File: src/rtl/uart_bridge_pkg.sv
// Shared constants, state encodings and frame classification for the UART
// command-frame to register-bus bridge.
package uart_bridge_pkg;

    localparam logic [7:0] SYNC_BYTE = 8'h55;
    localparam logic [7:0] CMD_WR    = 8'h01;
    localparam logic [7:0] CMD_RD    = 8'h02;
    localparam logic [7:0] ACK_BYTE  = 8'hAA;
    localparam logic [7:0] NAK_BYTE  = 8'hEE;
    localparam int         RESP_MAX  = 3;

    typedef enum logic [2:0] {
        HUNT,
        COLLECT,
        EXEC,
        RD_WAIT,
        RESP_WAIT,
        RESP
    } bridge_state_t;

    typedef enum logic [1:0] {
        FRAME_WR,
        FRAME_RD,
        FRAME_BAD
    } frame_kind_t;

    typedef enum logic [1:0] {
        SEQ_IDLE,
        SEQ_WAIT,
        SEQ_SEND
    } seq_state_t;

    // A frame is only actionable when the checksum matches and the command is known.
    function automatic frame_kind_t classify_frame(
        input logic [7:0] cmd,
        input logic [7:0] addr,
        input logic [7:0] data,
        input logic [7:0] chk
    );
        if ((cmd ^ addr ^ data) != chk) begin
            return FRAME_BAD;
        end
        if (cmd == CMD_WR) begin
            return FRAME_WR;
        end
        if (cmd == CMD_RD) begin
            return FRAME_RD;
        end
        return FRAME_BAD;
    endfunction

endpackage

File: src/rtl/uart_resp_seq.sv
// Response sequencer: holds up to RESP_MAX bytes, waits until the send FIFO
// can take the largest response, then writes the bytes on consecutive cycles.
module uart_resp_seq
    import uart_bridge_pkg::*;
#(
    parameter int unsigned ADDR_WIDTH = 8
) (
    input  logic                  CLK,
    input  logic                  RST,
    input  logic                  load,
    input  logic [1:0]            len,
    input  logic [7:0]            byte0,
    input  logic [7:0]            byte1,
    input  logic [7:0]            byte2,
    input  logic [ADDR_WIDTH-1:0] TX_USEDW,
    output logic                  start,
    output logic                  done,
    output logic                  TX_WRREQ,
    output logic [7:0]            TX_DIN
);

    // Room for a full worst-case response keeps responses from ever being split.
    localparam logic [ADDR_WIDTH-1:0] TX_LIMIT = ADDR_WIDTH'((1 << ADDR_WIDTH) - 4);

    seq_state_t                 state;
    seq_state_t                 state_nxt;
    logic [RESP_MAX-1:0][7:0]   resp_buf;
    logic [1:0]                 len_q;
    logic [1:0]                 idx;
    logic                       room;
    logic                       last;

    always_ff @(posedge CLK) begin
        if (RST) begin
            state <= SEQ_IDLE;
        end else begin
            state <= state_nxt;
        end
    end

    always_ff @(posedge CLK) begin
        if (RST) begin
            resp_buf <= '0;
            len_q    <= '0;
            idx      <= '0;
        end else if (load && state == SEQ_IDLE) begin
            resp_buf <= {byte2, byte1, byte0};
            len_q    <= len;
            idx      <= '0;
        end else if (state == SEQ_SEND) begin
            idx <= idx + 2'd1;
        end
    end

    always_comb begin
        room      = TX_USEDW < TX_LIMIT;
        last      = idx == (len_q - 2'd1);
        state_nxt = state;
        case (state)
            SEQ_IDLE: if (load) state_nxt = SEQ_WAIT;
            SEQ_WAIT: if (room) state_nxt = SEQ_SEND;
            SEQ_SEND: if (last) state_nxt = SEQ_IDLE;
            default:  state_nxt = SEQ_IDLE;
        endcase
    end

    always_comb begin
        start    = (state == SEQ_WAIT) && room;
        done     = (state == SEQ_SEND) && last;
        TX_WRREQ = state == SEQ_SEND;
        TX_DIN   = (state == SEQ_SEND) ? resp_buf[idx] : 8'h00;
    end

endmodule

File: src/rtl/uart_reg_bridge.sv
// Parses 5-byte command frames from the UART receive FIFO, performs one
// register access per frame and queues the acknowledge/response frame.
module uart_reg_bridge
    import uart_bridge_pkg::*;
#(
    parameter int unsigned ADDR_WIDTH   = 8,
    parameter int unsigned TIMEOUT_CLKS = 50000
) (
    input  logic                  CLK,
    input  logic                  RST,
    output logic                  RX_RDREQ,
    input  logic [7:0]            RX_DOUT,
    input  logic [ADDR_WIDTH-1:0] RX_USEDW,
    output logic                  TX_WRREQ,
    output logic [7:0]            TX_DIN,
    input  logic [ADDR_WIDTH-1:0] TX_USEDW,
    output logic [7:0]            REG_ADDR,
    output logic [7:0]            REG_WDATA,
    output logic                  REG_WE,
    output logic                  REG_RE,
    input  logic [7:0]            REG_RDATA,
    output logic [7:0]            ERR_CNT
);

    localparam logic [31:0] TIMEOUT_LIMIT = 32'(TIMEOUT_CLKS);

    bridge_state_t state;
    bridge_state_t state_nxt;
    frame_kind_t   kind;

    logic        rx_rdreq;
    logic        byte_valid;
    logic [2:0]  byte_idx;
    logic [7:0]  cmd_q;
    logic [7:0]  addr_q;
    logic [7:0]  data_q;
    logic [7:0]  reg_addr;
    logic [7:0]  reg_wdata;
    logic [7:0]  err_cnt;
    logic [31:0] tmo_cnt;

    logic        sync_hit;
    logic        collect_hit;
    logic        last_byte;
    logic        tmo_hit;
    logic        rd_issue;
    logic        err_inc;

    logic        seq_load;
    logic [1:0]  seq_len;
    logic [7:0]  seq_b0;
    logic [7:0]  seq_b1;
    logic [7:0]  seq_b2;
    logic        seq_start;
    logic        seq_done;

    // A byte arrives the cycle after its fetch; never fetch past the checksum byte.
    always_comb begin
        sync_hit    = byte_valid && (state == HUNT) && (RX_DOUT == SYNC_BYTE);
        collect_hit = byte_valid && (state == COLLECT);
        last_byte   = collect_hit && (byte_idx == 3'd4);
        tmo_hit     = (state == COLLECT) && !byte_valid && ((tmo_cnt + 32'd1) == TIMEOUT_LIMIT);
        rd_issue    = !rx_rdreq && (RX_USEDW != '0) &&
                      ((state == HUNT) || ((state == COLLECT) && !last_byte && !tmo_hit));
    end

    always_ff @(posedge CLK) begin
        if (RST) begin
            state <= HUNT;
        end else begin
            state <= state_nxt;
        end
    end

    always_comb begin
        state_nxt = state;
        case (state)
            HUNT:      if (sync_hit) state_nxt = COLLECT;
            COLLECT: begin
                if (last_byte) begin
                    state_nxt = EXEC;
                end else if (tmo_hit) begin
                    state_nxt = HUNT;
                end
            end
            EXEC:      state_nxt = (kind == FRAME_RD) ? RD_WAIT : RESP_WAIT;
            RD_WAIT:   state_nxt = RESP_WAIT;
            RESP_WAIT: if (seq_start) state_nxt = RESP;
            RESP:      if (seq_done) state_nxt = HUNT;
            default:   state_nxt = HUNT;
        endcase
    end

    always_comb begin
        REG_WE   = (state == EXEC) && (kind == FRAME_WR);
        REG_RE   = (state == EXEC) && (kind == FRAME_RD);
        err_inc  = ((state == EXEC) && (kind == FRAME_BAD)) || tmo_hit;
        seq_load = 1'b0;
        seq_len  = 2'd1;
        seq_b0   = ACK_BYTE;
        seq_b1   = 8'h00;
        seq_b2   = 8'h00;
        if (state == EXEC && kind != FRAME_RD) begin
            seq_load = 1'b1;
            seq_b0   = (kind == FRAME_WR) ? ACK_BYTE : NAK_BYTE;
        end else if (state == RD_WAIT) begin
            seq_load = 1'b1;
            seq_len  = 2'd3;
            seq_b1   = REG_RDATA;
            seq_b2   = REG_RDATA ^ ACK_BYTE;
        end
    end

    // Register address/data only change when a valid frame is about to execute.
    always_ff @(posedge CLK) begin
        if (RST) begin
            rx_rdreq   <= 1'b0;
            byte_valid <= 1'b0;
            byte_idx   <= '0;
            cmd_q      <= '0;
            addr_q     <= '0;
            data_q     <= '0;
            kind       <= FRAME_BAD;
            reg_addr   <= '0;
            reg_wdata  <= '0;
            tmo_cnt    <= '0;
            err_cnt    <= '0;
        end else begin
            rx_rdreq   <= rd_issue;
            byte_valid <= rx_rdreq;

            if (sync_hit) begin
                byte_idx <= 3'd1;
            end else if (collect_hit) begin
                byte_idx <= byte_idx + 3'd1;
                case (byte_idx)
                    3'd1:    cmd_q  <= RX_DOUT;
                    3'd2:    addr_q <= RX_DOUT;
                    3'd3:    data_q <= RX_DOUT;
                    default: begin
                        kind <= classify_frame(cmd_q, addr_q, data_q, RX_DOUT);
                        if (classify_frame(cmd_q, addr_q, data_q, RX_DOUT) != FRAME_BAD) begin
                            reg_addr <= addr_q;
                        end
                        if (classify_frame(cmd_q, addr_q, data_q, RX_DOUT) == FRAME_WR) begin
                            reg_wdata <= data_q;
                        end
                    end
                endcase
            end

            if (state != COLLECT || collect_hit || tmo_hit) begin
                tmo_cnt <= '0;
            end else begin
                tmo_cnt <= tmo_cnt + 32'd1;
            end

            if (err_inc && err_cnt != 8'hFF) begin
                err_cnt <= err_cnt + 8'd1;
            end
        end
    end

    uart_resp_seq #(
        .ADDR_WIDTH (ADDR_WIDTH)
    ) u_resp_seq (
        .CLK      (CLK),
        .RST      (RST),
        .load     (seq_load),
        .len      (seq_len),
        .byte0    (seq_b0),
        .byte1    (seq_b1),
        .byte2    (seq_b2),
        .TX_USEDW (TX_USEDW),
        .start    (seq_start),
        .done     (seq_done),
        .TX_WRREQ (TX_WRREQ),
        .TX_DIN   (TX_DIN)
    );

    assign RX_RDREQ  = rx_rdreq;
    assign REG_ADDR  = reg_addr;
    assign REG_WDATA = reg_wdata;
    assign ERR_CNT   = err_cnt;

endmodule

File: config.mk
export PLATFORM = sky130hd
export DESIGN_NAME = uart_reg_bridge
export DESIGN_NICKNAME = d
export VERILOG_FILES = /design/src/rtl/uart_bridge_pkg.sv /design/src/rtl/uart_resp_seq.sv /design/src/rtl/uart_reg_bridge.sv
export SDC_FILE = /design/constraint.sdc
export NUM_CORES = 1
export LEC_CHECK = 0
export CAP_MARGIN = 10
export CORE_UTILIZATION = 60
export DETAILED_ROUTE_END_ITERATION = 10
export PLACE_DENSITY = 0.85
export SLEW_MARGIN = 20
export SYNTH_ARGS = -nofsm -noshare
export SYNTH_HDL_FRONTEND = slang
export SYNTH_SLANG_ARGS = --single-unit
File: constraint.sdc
create_clock -name CLK -period 6.3 [get_ports CLK]
set_clock_uncertainty 0.2 [all_clocks]
set_input_delay 1.26 -clock CLK [delete_from_list [all_inputs] [get_ports CLK]]
set_output_delay 1.26 -clock CLK [all_outputs]
set_load 0.005 [all_outputs]
==> out/metrics.yaml, run 1 <==
yosys:
  synthArstFlopShare_pct: 0
  synth_edf_count: 0
  ys_ff_latch: 109
  ys_top_cells_by_count: "109 x dfxtp_1, 105 x nor2_1, 40 x nand2_1, 35 x mux2i_1, 34 x xnor2_1"
  synth_most_common_cell: "dfxtp_1"
  yosysWarnings: 0
  syn_area_per_cell_um2: 8.74
  ys.flop_type: "dfxtp_1"
  yosysTopAreaCell: "dfxtp_1"
  synth_top_area_share_pct: 39.5
  syn_inst: 632
  syn_area_um2: 5520
  synth_nets: 673
  ys_top_cells_by_area: "dfxtp_1 40%, nor2_1 7.1%, mux2i_1 6.3%"
  synth-seq-area-share_pct: 39.5
  ys_types: 64
floorplan:
  die_w_um: 97.9
  fp-row-count: 34
  ios: 70
  die_h_um: 97.9
  die-area_um2: 9590
  coreArea_um2: 8810
  initial_core_util_pct: 62.7
min_path:
  hp-class: "register to register"
critical_path:
  critPathKind: "register to register"
  crit_fanout: 12
  cp_data_arrival_time_ns: 3.91
  crit_required_ns: 6.37
  end_kind: "register"
  cp-start-kind: "register"
global_routing:
  grt_pass1_wl_mm: 20.5
  grt.total_usage_pct: 25.9
  met2_usage_pct: 44.7
  grt_use_met3_pct: 4.22
  gr-max-usage-layer: "met2"
  grt_max_degree: 45
  grt-ovfl-total: 0
  antenna_found_initial: 0
  grt_pass1_vias: 4311
  grt_use_met1_pct: 34.0
route:
  drt_iter0_drc: 241
  via_count: 4628
  dr.pass1.iters: 8
  vias_per_cell: 5.87
  drcViolationCount: 6
  totalWireLength_mm: 12.1
  avgRoutedWirePerCell_um: 15.4
  drtAntennaViolNets: 0
timing:
  final_max_slew_viol_count: 0
  min_period_ns: 3.84
  maxSlewHeadroom_pct: 30.2
  period_share_pct: 60.9
  tightest_slew_ns: 1.04
  hold_violations: 0
  fin_setup_tns_ns: 0
  timing.fmax_mhz: 261
  setup_viol: 0
  rsz0062_at_grt: "false"
clock_tree:
  cts-root-buf: "clkbuf_8"
  cts_max_level: 3
  clock_sinks: 109
  cts-buffers-inserted: 9
  clock_latency_ns: 0.37
  cts_hold_buf: 0
  postCtsSetupBuffers: 0
  ctsResizeCount: 0
  cts_tree: "done"
  cts_buffer_depth: 2
  path_clk_slew_ns: 0.11
place:
  gp_congestion: 0.898
  portBuffers: 67
  hpwlAfterDp_mm: 8.45
  dp_cells: 773
final_layout:
  num_antenna_cells: 0
  nets: 717
  fillerInstances: 683
  multi_input_area_um2: 3110
  syn2layout_area_growth_pct: 14.9
  fin_cells: 789
  register_area_um2: 2180
  layout-drive-gt1-share_pct: 5.43
power_and_ir_drop:
  p_per_area_nw_per_um2: 181
  leakagePower_uw: 0.00231
  peakVddDrop_v: 0.000115
  finalPower_uw: 1150
outcome:
  violations: "design-rule violations"
  status: "finished, violations left"
job:
  maxCapViolations: 0
==> worst max-delay path, cell delays in order (launching register included) <==
cell and delay (ns):
dfxtp_1 0.51, nand3_1 0.31, nor4_4 0.83, a31oi_4 0.18, nor3_2 0.23, nand4_1 0.15
or4_1 0.74, a21oi_1 0.26, mux2_1 0.34
==> state kept, by name, summed over array words and instances (netlist names), 2 cells and up <==
name and count:
u_resp_seq.idx 2, byte_idx 3, state 3, cmd_q 8
REG_ADDR 8, ERR_CNT 8, u_resp_seq.len_q 2, tmo_cnt 32
REG_WDATA 8, data_q 8, kind 2, u_resp_seq.resp_buf 13
u_resp_seq.state 2, addr_q 8
==> stage by stage <==
step                util, %  area (µm²)  hold WS, ns  setup slack (ns)
floorplan                 -        5520        0.225              3.00
detailed placement     69.9        6150        0.253              2.09
global placement       69.9        6150        0.237              2.15
global route           72.1        6350        0.297              2.23
CTS                    72.0        6340        0.269              2.48
finish                 72.1        6350        0.266              2.46
==> final timing paths <==
check | from | endpoint | slack (ns) | cells after the start
worst max-delay path | tmo_cnt[10] | ERR_CNT[3] | 2.46 | 8
worst max register to register | tmo_cnt[10] | ERR_CNT[3] | 2.46 | 8
worst min-delay path | u_resp_seq.len_q[1] | u_resp_seq.len_q[1] | 0.27 | 2
worst min register to register | u_resp_seq.len_q[1] | u_resp_seq.len_q[1] | 0.27 | 2
==> cells in the final DEF (no fill, tap or decap), types with 8 or more instances in the layout <==
master,instances
xnor2_1,34
inv_1,13
xor2_1,28
and3_1,10
mux2i_1,35
and2_1,8
nor2_1,105
a21oi_1,27
a22o_1,8
o21ai_0,10
nor3_1,9
nand2_1,40
nand4_1,21
nor4_1,10
nand3_1,28
clkbuf_8,10
nor2b_1,10
dfxtp_1,109
clkdlybuf4s50_1,66
==> power breakdown <==
group	internal, µW	switching, µW	leakage (µW)
clock network	162	256	0.0000996
logic	23.5	18.8	0.00133
registers	689	1.04	0.000878
==> final cells by class <==
class                   count  share of cell area (%)
inverters                  13                   0.769
clock inverters             6                   0.808
well taps                 108                    2.13
flip-flops and latches    109                    34.4
clock buffers              10                    2.17
repair buffers             69                    10.7
multi-input cells         474                    49.0
==> per-layer routing <==
metal	up-vias	part of all wire, %
met1	2174	45
met5	-	0
met2	142	49
li1	2299	-
met4	0	0.86
met3	13	5.0
==> cell families after synthesis <==
family / synth area share, %
AOI/OAI and AO/OA: 10.1
xor gates and xnor gates: 9.83
adders and majority gates: 1.59
buffers and inverters: 4.21
DFF: 39.5
muxes: 7.77
and+or+nand+nor: 27.0
Power figures use the tool's default switching activity.
==> inputs of run 2 (changes only) <==
- CORE_UTILIZATION: 60 -> 50
- PLACE_DENSITY: 0.85 -> 0.76
- clock period: 6.3 -> 3.5 ns (I/O delays scaled with it)
==> run 2 against run 1 <==
  * Global-route usage decreased by 2.8 points
  * Die area is 20% higher
  * Combinational power grew 89%
  * Critical endpoint unchanged
  * Critical path type unchanged
  * Worst setup slack got worse by 2.3 ns
  * Design area grew 4.2%
  * Critical path depth grew 2
  * The run now ends clean
==> out/metrics.yaml, run 2 (synthesized netlist as in run 1, its figures left out) <==
outcome:
  status: "completed"
timing:
  period_share_pct: 95.0  # +34 points
  rsz0062_at_grt: "false"
  maxSlewHeadroom_pct: 51.4  # +21 points
  final_max_slew_viol_count: 0  # unchanged
  tightest_slew_ns: 0.719  # -0.323 ns
  fin_setup_tns_ns: 0  # unchanged
  setup_ws_ns: 0.177  # -2.29 ns
  timing.fmax_mhz: 301  # +15%
  hold_violations: 0  # unchanged
  setup_viol: 0  # unchanged
  min_period_ns: 3.32  # -0.514 ns
clock_tree:
  cts_tree: "done"
  clock_latency_ns: 0.38  # about the same
  clock_sinks: 109  # unchanged
  path_clk_slew_ns: 0.10  # about the same
  cts_max_level: 3  # unchanged
  cts_buffer_depth: 2  # unchanged
  cts-buffers-inserted: 9  # unchanged
  cts-root-buf: "clkbuf_8"
critical_path:
  reg2regPathDepth: 10  # +2
  critPathKind: "register to register"
  startpoint: "tmo_cnt[9]"
  r2r_end: "ERR_CNT[3]"
  crit_required_ns: 3.58  # -2.79 ns
  cp-start-kind: "register"
  end_kind: "register"
  regToRegSetupSlack_ns: 0.18  # -2.29 ns
  crit_fanout: 7  # -5
  cp_data_arrival_time_ns: 3.40  # -0.51 ns
  worstReg2RegStart: "tmo_cnt[9]"
  critical_path.endpoint: "ERR_CNT[3]"
floorplan:
  initial_core_util_pct: 51.2  # -12 points
  ios: 70  # unchanged
  coreArea_um2: 10800  # +23%
  fp-row-count: 38  # +12%
  die_w_um: 107  # +9.4%
  die_h_um: 107  # +9.4%
  die-area_um2: 11500  # +20%
place:
  pre_cts_ws_ns: 0.0836  # -2.01 ns
  gp_congestion: 0.896  # -0.23%
  portBuffers: 67  # unchanged
  hpwlAfterDp_mm: 9.13  # +8.0%
route:
  drt_iter0_drc: 296  # +23%
  via_count: 4717  # +1.9%
  avgRoutedWirePerCell_um: 15.0  # -2.5%
  totalWireLength_mm: 12.6  # +4.4%
  vias_per_cell: 5.58  # -4.8%
  drtAntennaViolNets: 0  # unchanged
  drcViolationCount: 0  # -6
  dr.pass1.iters: 5  # -3
final_layout:
  largest_reg_flops: 32  # unchanged
  final_common_cell: "dfxtp_1"
  nets: 741  # +3.3%
  syn2layout_area_growth_pct: 19.7
  fillerInstances: 930  # +36%
  layout-drive-gt1-share_pct: 8.79  # +3.4 points
  num_antenna_cells: 0  # unchanged
  largestRegisters: "tmo_cnt x32, u_resp_seq.resp_buf x13"
  final_cell_mix: "109 x dfxtp_1, 104 x nor2_1, 66 x clkdlybuf4s50_1"
  largest-register: "tmo_cnt"
global_routing:
  grt_pass1_wl_mm: 21.2  # +3.4%
  grt.total_usage_pct: 23.0  # -2.8 points
  grt_pass1_vias: 4488  # +4.1%
  grt-ovfl-total: 0  # unchanged
  antenna_found_initial: 0  # unchanged
  grt_max_degree: 60  # +33%
power_and_ir_drop:
  p_per_area_nw_per_um2: 324  # +79%
  leakagePower_uw: 0.00244  # +6.0%
  finalPower_uw: 2140  # +86%
  peakVddDrop_v: 0.000192  # +67%
job:
  maxCapViolations: 0  # unchanged
min_path:
  hp-class: "register to register"
## run 2: where the power goes
group          switching, µW  leakage, µW  total (µW)  internal (µW)
Clock                    440     0.000108         819            379
Sequential              1.68     0.000878        1240           1240
Combinational           35.6      0.00146        79.9           44.3
## run 2: worst max-delay path: stages, from the launching register on
cell       delay (ns)
dfxtp_1          0.43
nand4_2          0.23
nor4_4           0.58
buf_4            0.22
nand4_1          0.08
o22ai_1          0.19
o2111ai_1        0.16
or4_1            0.42
buf_4            0.19
a21oi_1          0.18
mux2_1           0.34
## run 2: layer usage
metal  up-vias  global-route usage (%)  routed length (µm)
li1       2348                       -                   -
met1      2254                    29.5                5790
met2        99                    38.5                6090
met3        16                    3.65                 547
met4         0                    9.39                 210
met5         -                       0                   0
## run 2: stage by stage
stage	utilization, %	instance area [µm²]	hold slack (ns)	std cells
2_1_floorplan	-	5520	0.225	632
3_5_place_dp	58.9	6360	0.249	827
5_1_grt	61.3	6610	0.286	845
4_1_cts	60.9	6580	0.273	843
3_3_place_gp	58.9	6360	0.236	827
6_report	61.3	6610	0.265	845
## run 2: final cells by class
class / instances / area [µm²] / area share [%]
multi-input cells: 474 / 3130 / 47.3
flip-flops and latches: 109 / 2180 / 33.0
repair buffers: 93 / 861 / 13.0
well taps: 140 / 175 / 2.65
clock buffers: 11 / 151 / 2.29
clock inverters: 5 / 66.3 / 1.00
inverters: 13 / 48.8 / 0.738
## run 2: worst min-delay path by stage
stage | start | end | cells past startpoint
2_1_floorplan | u_resp_seq.resp_buf[17] | u_resp_seq.resp_buf[17] | 2
3_3_place_gp | u_resp_seq.resp_buf[19] | u_resp_seq.resp_buf[19] | 2
3_5_place_dp | u_resp_seq.resp_buf[19] | u_resp_seq.resp_buf[19] | 2
4_1_cts | u_resp_seq.len_q[1] | u_resp_seq.len_q[1] | 2
5_1_grt | u_resp_seq.len_q[1] | u_resp_seq.len_q[1] | 2
6_report | u_resp_seq.len_q[1] | u_resp_seq.len_q[1] | 2
## run 2: repair_timing
item / CTS / global route
setup endpoints to repair: 0 / 15
setup buffers: 0 / 2
gates resized for setup: 0 / 4
hold buffers: 0 / 0
==> inputs of run 3 (changes only) <==
- SKIP_CTS_REPAIR_TIMING: unset -> 1
==> results of run 3 <==
The final DEF is identical to that of run 2; final timing and power are the same.
==> variant (settings of run 3) <==
Register the output `ERR_CNT` once more; this adds one clock of latency there. The other outputs are not delayed to match.
--- a/src/rtl/uart_reg_bridge.sv
+++ b/src/rtl/uart_reg_bridge.sv
@@ -181,7 +181,9 @@
     assign RX_RDREQ  = rx_rdreq;
     assign REG_ADDR  = reg_addr;
     assign REG_WDATA = reg_wdata;
-    assign ERR_CNT   = err_cnt;
+    always_ff @(posedge CLK) begin
+        ERR_CNT <= err_cnt;
+    end
 
 endmodule
 
Function: no difference found for any inputs over 4 cycles, from zero or initial values and one cycle with RST high; that may be too few to reach the edited logic, so the function may still have changed.
==> variant against run 3 <==
Sequential cell count is 8 higher; critical path depth is 1 lower; power is 48% higher; synthesized area is 1.0% higher; final area is 8.6% higher; sequential share of layout area is 0.36 points lower; setup slack worse by 79 ps; die area is 0.99% higher; wire length is 4.4% higher; non-clock buffer count is 10 higher.
==> variant: results (changes against run 3) <==
.. list-table::
   :header-rows: 1

   * - Metric
     - Value
   * - Routed metal-1 wire length
     - 5.72 mm (was 5.79 mm)
   * - Non-Clock Buffer Count
     - 103 (was 93)
   * - CTS Buf Count
     - 17 (was 9)
   * - Destination of the worst hold path
     - ERR_CNT[5]$_DFF_P_ (was u_resp_seq.len_q[1]$_SDFFE_PP0P_)
   * - Maximum fanout encountered on the critical timing path
     - 4 (was 7)
   * - Run status
     - completed (unchanged)
   * - Count of mapped cells out of synthesis
     - 666 (was 632)
   * - Worst-case hold slack
     - 177 ps (was 265 ps)
   * - GP Congestion
     - 0.861 (was 0.896)
   * - Count of nets after finishing
     - 793 (was 741)
   * - Overall track demand over capacity in global routing
     - 0.244 (was 0.230)
   * - Maximum number of pins on one net before global-route repair
     - 57 (was 60)
   * - Post-CTS clock slew at the launch and capture registers of the worst setup and hold paths
     - 50 ps (was 100 ps)
   * - Worst supply voltage drop on vdd
     - 0.000572 V (was 0.000192 V)
   * - Wire length of the first global-routing pass
     - 22.1 mm (was 21.2 mm)
   * - Startpoint of the lowest-slack hold path
     - err_cnt[5]$_SDFFE_PP0P_ (was u_resp_seq.len_q[1]$_SDFFE_PP0P_)
   * - Grt met1 use
     - 0.291 (was 0.295)
   * - Post-Synthesis Net Count
     - 707 (was 673)
   * - Largest cells by area after synthesis
     - sky130_fd_sc_hd__dfxtp_1 (42%), sky130_fd_sc_hd__nor2_1 (6.9%), sky130_fd_sc_hd__xnor2_1 (6.3%), sky130_fd_sc_hd__nand2_1 (4.4%), sky130_fd_sc_hd__nand3_1 (4.4%) (was sky130_fd_sc_hd__dfxtp_1 (40%), sky130_fd_sc_hd__nor2_1 (7.1%), sky130_fd_sc_hd__mux2i_1 (6.3%), sky130_fd_sc_hd__xnor2_1 (5.4%), sky130_fd_sc_hd__xor2_1 (4.4%))
   * - Worst relative slew slack
     - 0.420 (was 0.514)
   * - Skew-Pair Late Insertion Delay
     - 530 ps (was 380 ps)
   * - Library cell contributing the largest single delay on the critical path
     - sky130_fd_sc_hd__or4_1 (was sky130_fd_sc_hd__nor4_4)
   * - Final routed wire length divided by cell count
     - 14.6 um (was 15.0 um)
   * - Fillers
     - 873 (was 930)
   * - Delay of the slowest cell on the worst path
     - 600 ps (was 580 ps)
   * - Register-to-Register Setup Slack
     - 100 ps (was 180 ps)
   * - Portion of total power attributed to combinational logic
     - 0.025 (was 0.037)
   * - Multi-Input Combinational
     - 503 (was 474)
   * - Final HPWL from detailed placement
     - 9.29 mm (was 9.13 mm)
[variant: changes by cell type after synthesis, sizes merged, moves of 5 or more]
cell	before	now
mux2i	35	18
a21oi	30	43
and2	8	3
xnor2	34	40
nand4	23	17
nand2	40	66
xor2	28	21
nand3	29	51
dfxtp	109	117
[variant: metrics by stage]
step	worst slack, ps	power [mW]	instance area, um^2	TNS, ps	utilization
2_1_floorplan	165	1.39	5580	0	-
3_3_place_gp	112	1.44	6550	0	0.604
3_5_place_dp	21.8	1.44	6550	0	0.604
4_1_cts	-54.4	3.18	7140	-54.4	0.658
5_1_grt	7.88	3.25	7180	0	0.663
6_report	97.5	3.16	7180	0	0.663
[variant: cell families (layout without fill, tap and decap cells)]
logic type                 after synthesis  count (layout)  share of synthesized area
muxes                                   23              23                     0.0424
DFF                                    117             117                      0.420
adders and majority gates                7               7                     0.0157
buffers and inverters                   46             144                     0.0336
xor gates and xnor gates                61              61                     0.0958
and+or+nand+nor                        316             316                      0.279
AOI/OAI and AO/OA                       96              96                      0.113
